`src/rtl/cmp_seq.sv`:
```
// cmp_seq: multi-cycle WIDTH-bit magnitude comparator with runtime signed/unsigned mode.
// Operands are compared CHUNK bits per cycle starting from the most significant
// chunk, stopping as soon as the order is known.
//
// Ports:
//   clk          rising-edge clock
//   rst          synchronous active-high reset
//   start        request a compare (accepted in IDLE or DONE only)
//   signed_mode  1 = two's-complement compare, 0 = unsigned (latched with start)
//   a, b         WIDTH-bit operands (latched with start)
//   busy         high while comparing
//   done         one-cycle pulse, new result on gt/eq/lt
//   gt, eq, lt   result flags, held until the next result is written
module cmp_seq #(
   parameter int WIDTH = 16,
   parameter int CHUNK = 4
) (
   input  logic             clk,
   input  logic             rst,
   input  logic             start,
   input  logic             signed_mode,
   input  logic [WIDTH-1:0] a,
   input  logic [WIDTH-1:0] b,
   output logic             busy,
   output logic             done,
   output logic             gt,
   output logic             eq,
   output logic             lt
);

   localparam int NCHUNK = WIDTH / CHUNK;
   localparam int IDXW   = (NCHUNK > 1) ? $clog2(NCHUNK) : 1;
   localparam logic [IDXW-1:0] IDX_TOP = IDXW'(NCHUNK - 1);

   typedef enum logic [1:0] {
      IDLE,
      CMP,
      DONE
   } state_t;

   state_t           state;
   state_t           state_nxt;
   logic [IDXW-1:0]  idx;
   logic [IDXW-1:0]  idx_nxt;
   logic [WIDTH-1:0] a_q;
   logic [WIDTH-1:0] b_q;
   logic             sm_q;
   logic [CHUNK-1:0] slice_a;
   logic [CHUNK-1:0] slice_b;
   logic             sign_split;
   logic             load;
   logic             decide;
   logic             res_gt;
   logic             res_eq;
   logic             res_lt;

   // The chunk under inspection this cycle, taken from the latched operands.
   assign slice_a = a_q[int'(idx)*CHUNK +: CHUNK];
   assign slice_b = b_q[int'(idx)*CHUNK +: CHUNK];

   // Only on the top chunk in signed mode do differing sign bits settle the
   // result outright; with equal signs the unsigned chunk order is already right.
   assign sign_split = sm_q && (idx == IDX_TOP) && (a_q[WIDTH-1] != b_q[WIDTH-1]);

   assign busy = (state == CMP);
   assign done = (state == DONE);

   // Next-state logic: accept start from IDLE/DONE, walk the chunks in CMP and
   // produce a one-hot decision when the order is known.
   always_comb begin
      state_nxt = state;
      idx_nxt   = idx;
      load      = 1'b0;
      decide    = 1'b0;
      res_gt    = 1'b0;
      res_eq    = 1'b0;
      res_lt    = 1'b0;
      unique case (state)
         IDLE, DONE: begin
            if (start) begin
               load      = 1'b1;
               idx_nxt   = IDX_TOP;
               state_nxt = CMP;
            end else begin
               state_nxt = IDLE;
            end
         end
         CMP: begin
            if (sign_split) begin
               decide    = 1'b1;
               res_lt    = a_q[WIDTH-1];
               res_gt    = ~a_q[WIDTH-1];
               state_nxt = DONE;
            end else if (slice_a > slice_b) begin
               decide    = 1'b1;
               res_gt    = 1'b1;
               state_nxt = DONE;
            end else if (slice_a < slice_b) begin
               decide    = 1'b1;
               res_lt    = 1'b1;
               state_nxt = DONE;
            end else if (idx == '0) begin
               decide    = 1'b1;
               res_eq    = 1'b1;
               state_nxt = DONE;
            end else begin
               idx_nxt = idx - IDXW'(1);
            end
         end
         default: begin
            state_nxt = IDLE;
         end
      endcase
   end

   // State, chunk index and result flags. Flags change only on a decision so
   // they stay visible through IDLE and any following compare.
   always_ff @(posedge clk) begin
      if (rst) begin
         state <= IDLE;
         idx   <= '0;
         gt    <= 1'b0;
         eq    <= 1'b0;
         lt    <= 1'b0;
      end else begin
         state <= state_nxt;
         idx   <= idx_nxt;
         if (decide) begin
            gt <= res_gt;
            eq <= res_eq;
            lt <= res_lt;
         end
      end
   end

   // Operand capture; the inputs are free to change once a compare is accepted.
   always_ff @(posedge clk) begin
      if (load) begin
         a_q  <= a;
         b_q  <= b;
         sm_q <= signed_mode;
      end
   end

endmodule

```
`config.mk`:
```
export PLATFORM = sky130hd
export DESIGN_NAME = cmp_seq
export DESIGN_NICKNAME = d
export VERILOG_FILES = /design/src/rtl/cmp_seq.sv
export SDC_FILE = /design/constraint.sdc
export NUM_CORES = 1
export LEC_CHECK = 0
export BUFFER_PORTS_ARGS = -buffer_cell sky130_fd_sc_hd__buf_2
export CAP_MARGIN = 20
export CORE_MARGIN = 3
export CORE_UTILIZATION = 55
export CTS_CLUSTER_SIZE = 40
export DETAILED_ROUTE_END_ITERATION = 12
export MAX_ROUTING_LAYER = met4
export PLACE_DENSITY = 0.88
export SYNTH_ARGS = -nofsm -noshare
export SYNTH_HDL_FRONTEND = slang
export SYNTH_SLANG_ARGS = --single-unit
```
`constraint.sdc`:
```
create_clock -name clk -period 5.8 [get_ports clk]
set_clock_uncertainty 0.15 [all_clocks]
set_input_delay 1.16 -clock clk [delete_from_list [all_inputs] [get_ports clk]]
set_output_delay 1.16 -clock clk [all_outputs]
set_load 0.05 [all_outputs]
```
# Word-level counts from Yosys, hierarchy flattened
# Cells that the tools add are included.
# word_totals
ff_bits,40
inputBits,36
out_inout_bits,5
# classes
add_sub_neg,1
n_lt_le_gt_ge,2
n_eq_ne,10
shifts,2
mux,30
n_bitwise,1
reduce_logical,7
# ops
cell,count
16-bit by 5-bit indexed part select with 4-bit output,2
1-bit 2-to-1 mux,19
2-bit 2-to-1 mux,9
2-bit != test (second input constant),5
2-bit case mux with 2 select lines,2
6-bit AND reduction,1
5-bit by 1-bit != test with 1-bit output (second input constant),1
2-bit == test (second input constant),2
4-bit > comparator,1
2-bit zero test,2
4-bit less-than comparator,1
2-bit by 1-bit == test with 1-bit output (second input constant),1
1-bit logical AND,2
2-bit nonzero test,1
2-bit OR reduction,1
2-bit by 1-bit subtractor with 2-bit output (second input constant),1
1-bit != test,1
1-bit inverter,1

# Longest topological paths before layout
# Gate-level depths: netlist of the first run.
# depth
ltp_word,6
mapped_depth,9
ltp_nobuf,8

# Least setup slack after synthesis of the first run
# OpenSTA, ideal clock, no wires.
# synth_path
path_kind,reg-to-reg
startpoint,register idx[0]
endpoint,register idx[0]
arrival_ns,2.217
path_slack_ns,3.347
path_stages_with_launch,9
path_buffers,1
period_less_slack_ns,2.453
path_cell_list,dfxtp_1 -> buf_6 -> mux4_1 -> ha_1 -> a21oi_1 -> a32oi_2 -> and3_4 -> nor3_1 -> a211oi_1
# synth_between
elab_chain_len,6
# synth_rtl
item,line,text
from (decl),43,logic [IDXW-1:0] idx;
from (signal assigned),127,idx <= idx_nxt;
branches (longest 6 deep; another with 4-bit less-than comparator),--,
# Several ways; the timed one is not identified. The select of a mux whose other input is x is not followed.
# A chain may end at the register's enable or synchronous reset.

# Worst setup path in the final report of the first run
# Same ends and word-level chain as after synthesis.

==> run_results.csv, run 1 <==
group,metric,value,unit
clock_tree,clk_path_buf_depth,2,
global_routing,grt.overflow.total,0,
route,dr.pass1.iters,4,
clock_tree,htreeDepth,2,
power_and_ir_drop,p_leak,0.777,nW
floorplanning,die_area,0.00375,mm²
clock_tree,postCtsSetupBuffers,0,
synth,syn_nets,143,
clock_tree,clkTransAtPathRegs,0.11,ns
setup_path,start_kind,"register",
sta,rsz0062_at_grt,"false",
sta,slew-limit-headroom,48.9,%
sta,fin_crit_sh,50.4,%
cells_and_area,diodes,0,
setup_path,criticalPathCategory,"register to register",
clock_tree,cts_buffers,5,
clock_tree,hold_buffers,0,
global_routing,grt_pass1_wl,4470,µm
sta,finalSetupViolCount,0,
route,ant_nets,0,
global_routing,grt_max_degree,37,
setup_path,cp.arrival,3.05,ns
floorplanning,num_rows,19,
floorplanning,die_width,61.2,µm
min_path,hold_class,"register to register",
setup_path,cp-end-kind,"register",
synth,avgSynthCellArea,16.6,µm²
power_and_ir_drop,p_per_area,288,mW/mm²
floorplanning,io-pin-count,41,
global_routing,grt_pass1_vias,985,
route,vias_per_cell,5.46,
route,route.met2.wl,1200,µm
cells_and_area,fillers,214,
global_routing,grt_antenna_before_repair,0,
synth,yosysWarnings,0,
cells_and_area,drive_above_1_share,40.1,%
synth,yosysUniqueCellTypes,26,
placed_design,gp_congestion,0.747,
placed_design,numPortBuffers,40,
sta,worst_pin_slew,0.767,ns
route,wl_met1,1080,µm
setup_path,worstPathRequired,5.92,ns
route,drc_errors,0,
route,drt_iter0_drc,59,
placed_design,hpwl,1880,µm
route,maxUsedRoutingLayer,"met4",
floorplanning,coreArea,0.00283,mm²
sta,hold_viol,0,
cells_and_area,layout.nets,188,
sta,maxSlewViolCount,0,
clock_tree,cts_tree,"yes",
clock_tree,cts_resized,0,
cells_and_area,area_growth,16.3,%
placed_design,dp_cells,170,
synth,ys_seq_area_share,67.4,%
sta,min_period,2.92,ns
sta,fin_tns_setup,0,ns
route,wl_met3,264,µm
power_and_ir_drop,peakVddDrop,205,µV
clock_tree,clk_latency,0.35,ns
cells_and_area,final_cells,178,
floorplanning,die_h,61.2,µm
global_routing,track_usage,18.0,%
job,max_cap_violations,0,
route,vias,972,
floorplanning,initial_core_util,59.3,%
power_and_ir_drop,total_power,561,µW
clock_tree,numClockSinks,40,
route,drt-total-wl,2610,µm
run_status,status,"completed",
synth,syn-cell-area,0.00168,mm²
clock_tree,cts-root-buf,"clkbuf_4",
synth,syn_inst,101,
sta,max_freq,342,MHz
setup_path,worstPathMaxFanout,12,
route,wl_per_cell,14.7,µm
synth,ys_seq_elements,40,
[metrics by stage]
step	area (µm²)	utilization (%)	hold slack, ns	setup WS [ns]
after CTS	1950	69.0	0.336	2.84
final	1950	69.0	0.338	2.88
after detailed placement	1890	67.0	0.319	2.89
after global routing	1950	69.0	0.399	2.56
after floorplan	1680	-	0.350	3.35
after global placement	1890	67.0	0.309	3.02
[critical path, stage by stage, from the launching register on]
cell and delay (ns):
dfxtp_1 0.76, mux4_1 0.65, ha_1 0.35, a21oi_1 0.11
a32oi_2 0.27, and3_4 0.26, nor3_1 0.05, a211oi_1 0.25
[Yosys cell counts]
library cell	number	area [µm²]
mux4_2	7	158
nor2_1	4	15.0
nand2b_1	2	12.5
nand4_1	1	6.26
nor3_1	4	20.0
o2111a_1	1	11.3
o21ai_0	2	10.0
a21oi_1	5	25.0
edfxtp_1	33	991
xor2_1	1	8.76
dfxtp_1	7	140
nand2_1	3	11.3
a211oi_1	3	22.5
or2b_1	1	7.51
mux4_1	1	26.3
and2_1	1	6.26
and2b_2	1	8.76
inv_1	9	33.8
ha_1	6	75.1
nand3b_1	1	7.51
nor2b_1	1	6.26
and2_2	2	15.0
buf_6	2	22.5
and3_4	1	11.3
o311a_1	1	10.0
a32oi_2	1	16.3
[report_power, final]
part	switching, mW	leakage [nW]	total [mW]	internal, mW
Clock	0.0905	0.0249	0.136	0.0456
Combinational	0.0432	0.377	0.0835	0.0403
Sequential	0.0104	0.375	0.341	0.331
[routing by layer]
layer  GRT usage (%)  vias to the layer above
met3            8.81                        5
met2            25.5                       40
met4            8.98                        0
met5               -                        -
li1                -                      480
met1            21.4                      447
[flip-flops by register name, summed over array words and instances, names as in the netlist]
name / cells
a_q: 16
b_q: 16
eq: 1
gt: 1
idx: 2
lt: 1
sm_q: 1
state: 2
[placed cells by master (no fill, tap or decap)]
| cell type | Yosys | routed |
|---|---|---|
| a211oi_1 | 3 | 3 |
| a21oi_1 | 5 | 5 |
| a32oi_2 | 1 | 1 |
| and2_1 | 1 | 1 |
| and2_2 | 2 | 2 |
| and2b_2 | 1 | 1 |
| and3_4 | 1 | 1 |
| buf_2 | 0 | 40 |
| clkbuf_4 | 0 | 5 |
| clkinv_1 | 0 | 1 |
| clkinvlp_4 | 0 | 2 |
| dfxtp_1 | 7 | 7 |
| edfxtp_1 | 33 | 33 |
| ha_1 | 6 | 6 |
| inv_1 | 9 | 9 |
| mux4_1 | 1 | 1 |
| mux4_2 | 7 | 7 |
| nand2_1 | 3 | 3 |
| nand2b_1 | 2 | 2 |
| nand3b_1 | 1 | 1 |
| nand4_1 | 1 | 1 |
| nor2_1 | 4 | 4 |
| nor2b_1 | 1 | 1 |
| nor3_1 | 4 | 4 |
| o2111a_1 | 1 | 1 |
| o21ai_0 | 2 | 2 |
| o311a_1 | 1 | 1 |
| or2b_1 | 1 | 1 |
| xor2_1 | 1 | 1 |
[final cells by class]
cell class	count	area (µm²)	share of cell area (%)
clock buffers	5	37.5	1.92
clock inverters	3	18.8	0.962
inverters	9	33.8	1.73
multi-input cells	50	490	25.1
flip-flops and latches	40	1130	58.0
well taps	31	38.8	1.99
repair buffers	40	200	10.3
[worst paths after layout]
kind                                            end  cells past startpoint  slack (ns)           startpoint
worst min-delay path                gt$_SDFFE_PP0P_                      2        0.34      gt$_SDFFE_PP0P_
worst max-delay path            idx[0]$_SDFFE_PP0P_                      7        2.88  idx[0]$_SDFFE_PP0P_
worst max register to register  idx[0]$_SDFFE_PP0P_                      7        2.88  idx[0]$_SDFFE_PP0P_
worst min register to register      gt$_SDFFE_PP0P_                      2        0.34      gt$_SDFFE_PP0P_
[cell families after synthesis]
family | count (synthesis) | share of synthesized area [%]
AOI/OAI and AO/OA | 13 | 5.67
muxes | 8 | 11.0
adders and majority gates | 6 | 4.47
xor gates and xnor gates | 1 | 0.522
and+or+nand+nor | 22 | 7.61
DFF | 40 | 67.4
buffers and inverters | 11 | 3.36
No activity file was read; power rests on OpenSTA's default activity.
==> inputs of run 2 (changes only) <==
--- a/config.mk
+++ b/config.mk
@@ -8,11 +8,11 @@
 export BUFFER_PORTS_ARGS = -buffer_cell sky130_fd_sc_hd__buf_2
 export CAP_MARGIN = 20
 export CORE_MARGIN = 3
-export CORE_UTILIZATION = 55
+export CORE_UTILIZATION = 47
 export CTS_CLUSTER_SIZE = 40
 export DETAILED_ROUTE_END_ITERATION = 12
 export MAX_ROUTING_LAYER = met4
-export PLACE_DENSITY = 0.88
+export PLACE_DENSITY = 0.8
 export SYNTH_ARGS = -nofsm -noshare
 export SYNTH_HDL_FRONTEND = slang
 export SYNTH_SLANG_ARGS = --single-unit
==> constraint.sdc (replaced) <==
create_clock -name clk -period 2.45 [get_ports clk]
set_clock_uncertainty 0.15 [all_clocks]
set_input_delay 0.49 -clock clk [delete_from_list [all_inputs] [get_ports clk]]
set_output_delay 0.49 -clock clk [all_outputs]
set_load 0.05 [all_outputs]
==> run 2 against run 1 <==
Cell count is 15% higher. Global-route usage down 2.8 points. Setup slack worse by 2.9 ns. Non-clock buffer count rose by 12. Routed wire length is 13% higher. Total power grew to 2.7 times the previous value. Maximum frequency grew 20%. Count of clock-buffer cells in the layout unchanged. Clock power rose to 3.2 times the previous value. Sequential cell count stayed put. Sequential power increased by 140%. Combinational power increased to 3.5 times the previous value.
==> run_results.csv, run 2 (same netlist as run 1, synthesis figures left out) <==
group,metric,value,unit
run_status,status,"completed",
placed_design,numPortBuffers,40,
clock_tree,clk_latency,0.34,ns
route,wl_met3,183,µm
route,wl_per_cell,14.4,µm
sta,max_freq,411,MHz
setup_path,criticalPathCategory,"register to register",
sta,slew-limit-headroom,68.9,%
route,drt_iter0_drc,40,
sta,worst_pin_slew,0.467,ns
floorplanning,die_area,0.00432,mm²
cells_and_area,layout.nets,200,
route,maxUsedRoutingLayer,"met4",
clock_tree,cts-root-buf,"clkbuf_4",
placed_design,hpwl,2060,µm
route,vias_per_cell,5.13,
global_routing,grt.overflow.total,0,
floorplanning,num_rows,21,
sta,maxSlewViolCount,0,
floorplanning,die_h,65.8,µm
clock_tree,cts_tree,"yes",
cells_and_area,mostFrequentLayoutCells,"40 x buf_2, 33 x edfxtp_1, 10 x buf_4, 9 x inv_1, 7 x mux4_2",
cells_and_area,final_cells,205,
cells_and_area,top_regs,"a_q x16, b_q x16",
power_and_ir_drop,p_leak,0.870,nW
placed_design,gp_congestion,0.886,
job,max_cap_violations,0,
placed_design,post-place-ws,-0.0979,ns
clock_tree,clkTransAtPathRegs,0.12,ns
cells_and_area,final_common_cell,"buf_2",
power_and_ir_drop,p_per_area,701,mW/mm²
global_routing,grt_max_degree,21,
floorplanning,die_width,65.8,µm
route,route.met2.wl,1560,µm
setup_path,cp.arrival,2.54,ns
sta,hold_slack,0.159,ns
global_routing,grt_pass1_vias,1013,
floorplanning,initial_core_util,49.5,%
route,vias,1052,
global_routing,track_usage,15.2,%
clock_tree,cts_buffers,5,
route,dr.pass1.iters,4,
setup_path,start_kind,"register",
cells_and_area,drive_above_1_share,51.6,%
sta,fin_tns_setup,0,ns
clock_tree,clk_path_buf_depth,2,
placed_design,dp_cells,193,
clock_tree,htreeDepth,2,
clock_tree,hold_buffers,0,
clock_tree,numClockSinks,40,
route,ant_nets,0,
cells_and_area,diodes,0,
min_path,hold_class,"input port to register",
sta,setup_ws,0.0183,ns
route,wl_met1,1150,µm
sta,rsz0062_at_grt,"true",
floorplanning,io-pin-count,41,
floorplanning,coreArea,0.00339,mm²
sta,finalSetupViolCount,0,
sta,fin_crit_sh,99.3,%
route,drt-total-wl,2950,µm
setup_path,reg2regPathDepth,8,
power_and_ir_drop,peakVddDrop,432,µV
sta,hold_viol,0,
global_routing,grt_pass1_wl,4690,µm
setup_path,worstPathRequired,2.56,ns
sta,min_period,2.43,ns
cells_and_area,area_growth,30.4,%
setup_path,cp-end-kind,"register",
cells_and_area,fin_util,64.6,%
min_path,hold_depth,1,
setup_path,worstPathMaxFanout,5,
global_routing,grt_antenna_before_repair,0,
route,drc_errors,0,
-- run 2: changes by cell type in the layout (fill, tap and decap cells not counted), sizes merged --
cell      delta
clkinv       +1
clkinvlp     -2
bufinv       +1
buf         +12
-- run 2: final cells by class --
type / instances / area, µm²
fill: 233 / 1200
sequential: 40 / 1140
multi-input combinational: 50 / 561
timing repair buffer: 52 / 315
tap: 46 / 57.6
clock inverter: 3 / 47.5
clock buffer: 5 / 37.5
inverter: 9 / 33.8
-- run 2: final timing paths --
check,startpoint,to,slack (ns)
setup / recovery,idx[0]$_SDFFE_PP0P_,idx[0]$_SDFFE_PP0P_,0.02
hold / removal,b[0],b_q[0]$_DFFE_PP_,0.16
setup reg to reg,idx[0]$_SDFFE_PP0P_,idx[0]$_SDFFE_PP0P_,0.02
hold reg to reg,gt$_SDFFE_PP0P_,gt$_SDFFE_PP0P_,0.34
-- run 2: worst max-delay path, stage by stage (launching register included) --
cell and delay [ns]:
dfxtp_4 0.41, buf_12 0.12, mux4_2 0.52, ha_4 0.30
nand2b_4 0.06, a32oi_4 0.27, and3_4 0.25, nor3_2 0.05
a211oi_2 0.22
-- run 2: through the flow --
| step | cell area, µm² | power, mW |
|---|---|---|
| floorplan | 1680 | 0.964 |
| global placement | 2000 | 1.04 |
| detailed placement | 2000 | 1.05 |
| CTS | 2090 | 1.49 |
| global route | 2190 | 1.62 |
| finish | 2190 | 1.53 |
-- run 2: routing by layer --
layer  vias up  track usage (%)
met2        39             24.8
met3         7             5.30
li1        504                -
met1       502             18.2
met4         0             3.89
met5         -                -
-- run 2: power breakdown --
part | leakage [nW] | switching, mW | internal (mW)
registers | 0.376 | 0.0200 | 0.783
clock network | 0.0454 | 0.221 | 0.218
logic | 0.449 | 0.139 | 0.154
-- run 2: what timing repair did --
action / in CTS / in global routing
setup buffers: 0 / 4
gates resized for setup: 3 / 10
pin swaps: 3 / 6
setup endpoints to repair: 5 / 6
==> inputs of run 3 (changes only) <==
--- a/config.mk
+++ b/config.mk
@@ -7,7 +7,6 @@
 export LEC_CHECK = 0
 export BUFFER_PORTS_ARGS = -buffer_cell sky130_fd_sc_hd__buf_2
 export CAP_MARGIN = 20
-export CORE_MARGIN = 3
 export CORE_UTILIZATION = 47
 export CTS_CLUSTER_SIZE = 40
 export DETAILED_ROUTE_END_ITERATION = 12
==> run 3 against run 2 <==
Critical path type unchanged. Routed wire length up 9.6%. Largest power group unchanged. Sequential share of layout area is 0.12 points higher. Critical path depth unchanged.
==> run_results.csv, run 3 (same netlist as run 1, synthesis figures left out) <==
group,metric,value,unit
sta,rsz0062_at_grt,"true",
clock_tree,hold_buffers,0,
route,vias,1054,
sta,max_freq,418,MHz
floorplanning,coreArea,0.00339,mm²
route,dr.pass1.iters,4,
setup_path,cp.arrival,2.52,ns
placed_design,gp_congestion,0.784,
clock_tree,cts_tree,"yes",
setup_path,start_kind,"register",
setup_path,r2r-start,"idx[0]$_SDFFE_PP0P_",
setup_path,cpPeakStageDelay,0.52,ns
clock_tree,htreeDepth,2,
setup_path,crit_buf_inv,1,
clock_tree,numClockSinks,40,
global_routing,track_usage,20.1,%
sta,fin_tns_setup,0,ns
sta,worst_pin_slew,0.452,ns
sta,min_period,2.39,ns
route,vias_per_cell,5.12,
route,wl_per_cell,15.7,µm
power_and_ir_drop,power.share.clock,22.8,%
cells_and_area,fillers,248,
setup_path,crit_slowest_cell,"mux4_2",
setup_path,crit_family,"multiplexers",
route,drt-total-wl,3240,µm
clock_tree,clk_path_buf_depth,2,
setup_path,startpoint,"idx[0]$_SDFFE_PP0P_",
cells_and_area,top_regs,"a_q x16, b_q x16",
cells_and_area,drive_above_1_share,51.9,%
route,ant_nets,0,
sta,finalSetupViolCount,0,
floorplanning,num_rows,21,
sta,slew-limit-headroom,69.9,%
floorplanning,initial_core_util,49.5,%
power_and_ir_drop,peakVddDrop,437,µV
route,drc_errors,0,
sta,fin_crit_sh,97.6,%
cells_and_area,fin_util,64.4,%
clock_tree,cts_buffers,5,
run_status,status,"completed",
global_routing,grt_pass1_wl,4890,µm
setup_path,cp_cell_sequence,"buf_12 > mux4_2 > ha_4 > nand2b_4 > a32oi_4 > and3_4 > nor3_4 > a211oi_2",
min_path,hp-start,"b[13]",
setup_path,worstPathMaxFanout,5,
job,max_cap_violations,0,
global_routing,met1_usage,21.9,%
cells_and_area,mostFrequentLayoutCells,"40 x buf_2, 33 x edfxtp_1, 11 x buf_4, 8 x inv_1, 7 x mux4_2",
floorplanning,die_area,0.00381,mm²
floorplanning,die_h,61.8,µm
setup_path,worstPathRequired,2.58,ns
power_and_ir_drop,pwr-share-comb,22.3,%
power_and_ir_drop,seqPwrFrac,54.9,%
power_and_ir_drop,p_leak,0.856,nW
power_and_ir_drop,switching_share,27.4,%
global_routing,grt_use_met3,8.70,%
global_routing,grt_antenna_before_repair,0,
global_routing,grt_pass1_vias,1069,
global_routing,grt_max_degree,20,
sta,hold_viol,0,
power_and_ir_drop,internal-power,1.06,mW
cells_and_area,diodes,0,
floorplanning,die_width,61.8,µm
placed_design,numPortBuffers,40,
power_and_ir_drop,power.switching,400,µW
setup_path,criticalPathCategory,"register to register",
cells_and_area,layout.nets,201,
clock_tree,clk_latency,0.36,ns
power_and_ir_drop,p_per_area,670,mW/mm²
cells_and_area,area_growth,30.1,%
clock_tree,clkTransAtPathRegs,0.12,ns
setup_path,reg2reg_slack,0.06,ns
min_path,hold_class,"input port to register",
sta,maxSlewViolCount,0,
setup_path,cp-end-kind,"register",
cells_and_area,final_common_cell,"buf_2",
clock_tree,cts-root-buf,"clkbuf_4",
placed_design,hpwl,2140,µm
floorplanning,io-pin-count,41,
route,drt_iter0_drc,46,
global_routing,top_usage_layer,"met2",
global_routing,grt.overflow.total,0,
global_routing,gr-usage-met2,32.6,%
==> run 3: final timing paths <==
kind	end	cells past startpoint
setup reg to reg	idx[0]$_SDFFE_PP0P_	8
hold / removal	b_q[13]$_DFFE_PP_	1
setup / recovery	idx[0]$_SDFFE_PP0P_	8
hold reg to reg	gt$_SDFFE_PP0P_	2
==> run 3: layer usage <==
layer / vias up / share of wire, %
li1: 503 / -
met1: 497 / 38
met2: 45 / 53
met3: 9 / 6.4
met4: 0 / 2.8
met5: - / 0
==> run 3: layout make-up <==
type                    instances  area (µm²)  share of cell area [%]
clock buffers                   5        37.5                    1.72
clock inverters                 3        18.8                   0.860
inverters                       9        33.8                    1.55
multi-input cells              50         577                    26.4
flip-flops and latches         40        1140                    52.0
well taps                      46        57.6                    2.64
repair buffers                 53         323                    14.8
==> run 3: repair_timing <==
action | in CTS | in global routing
pin swaps | 3 | 7
gates resized for setup | 6 | 10
endpoints found under the setup margin | 6 | 6
setup buffers | 2 | 3
hold endpoints to repair | 0 | 0
==> run 3: power groups by stage <==
stage	clock [mW]	combinational (mW)	sequential [mW]
finish	0.334	0.327	0.803
detailed placement	0	0.240	0.819
global placement	0	0.228	0.815
global route	0.372	0.351	0.808
CTS	0.339	0.267	0.803
floorplan	0	0.142	0.822
==> run 3: metrics by stage <==
step	cells	power [mW]	hold slack, ns	worst slack (ns)	instance area (µm²)
floorplan	101	0.964	0.350	0.0216	1680
global placement	193	1.04	0.315	-0.0825	2000
detailed placement	193	1.06	0.331	-0.137	2000
CTS	203	1.41	0.132	0.0237	2090
global route	206	1.53	0.113	-0.0672	2180
finish	206	1.46	0.142	0.0595	2180
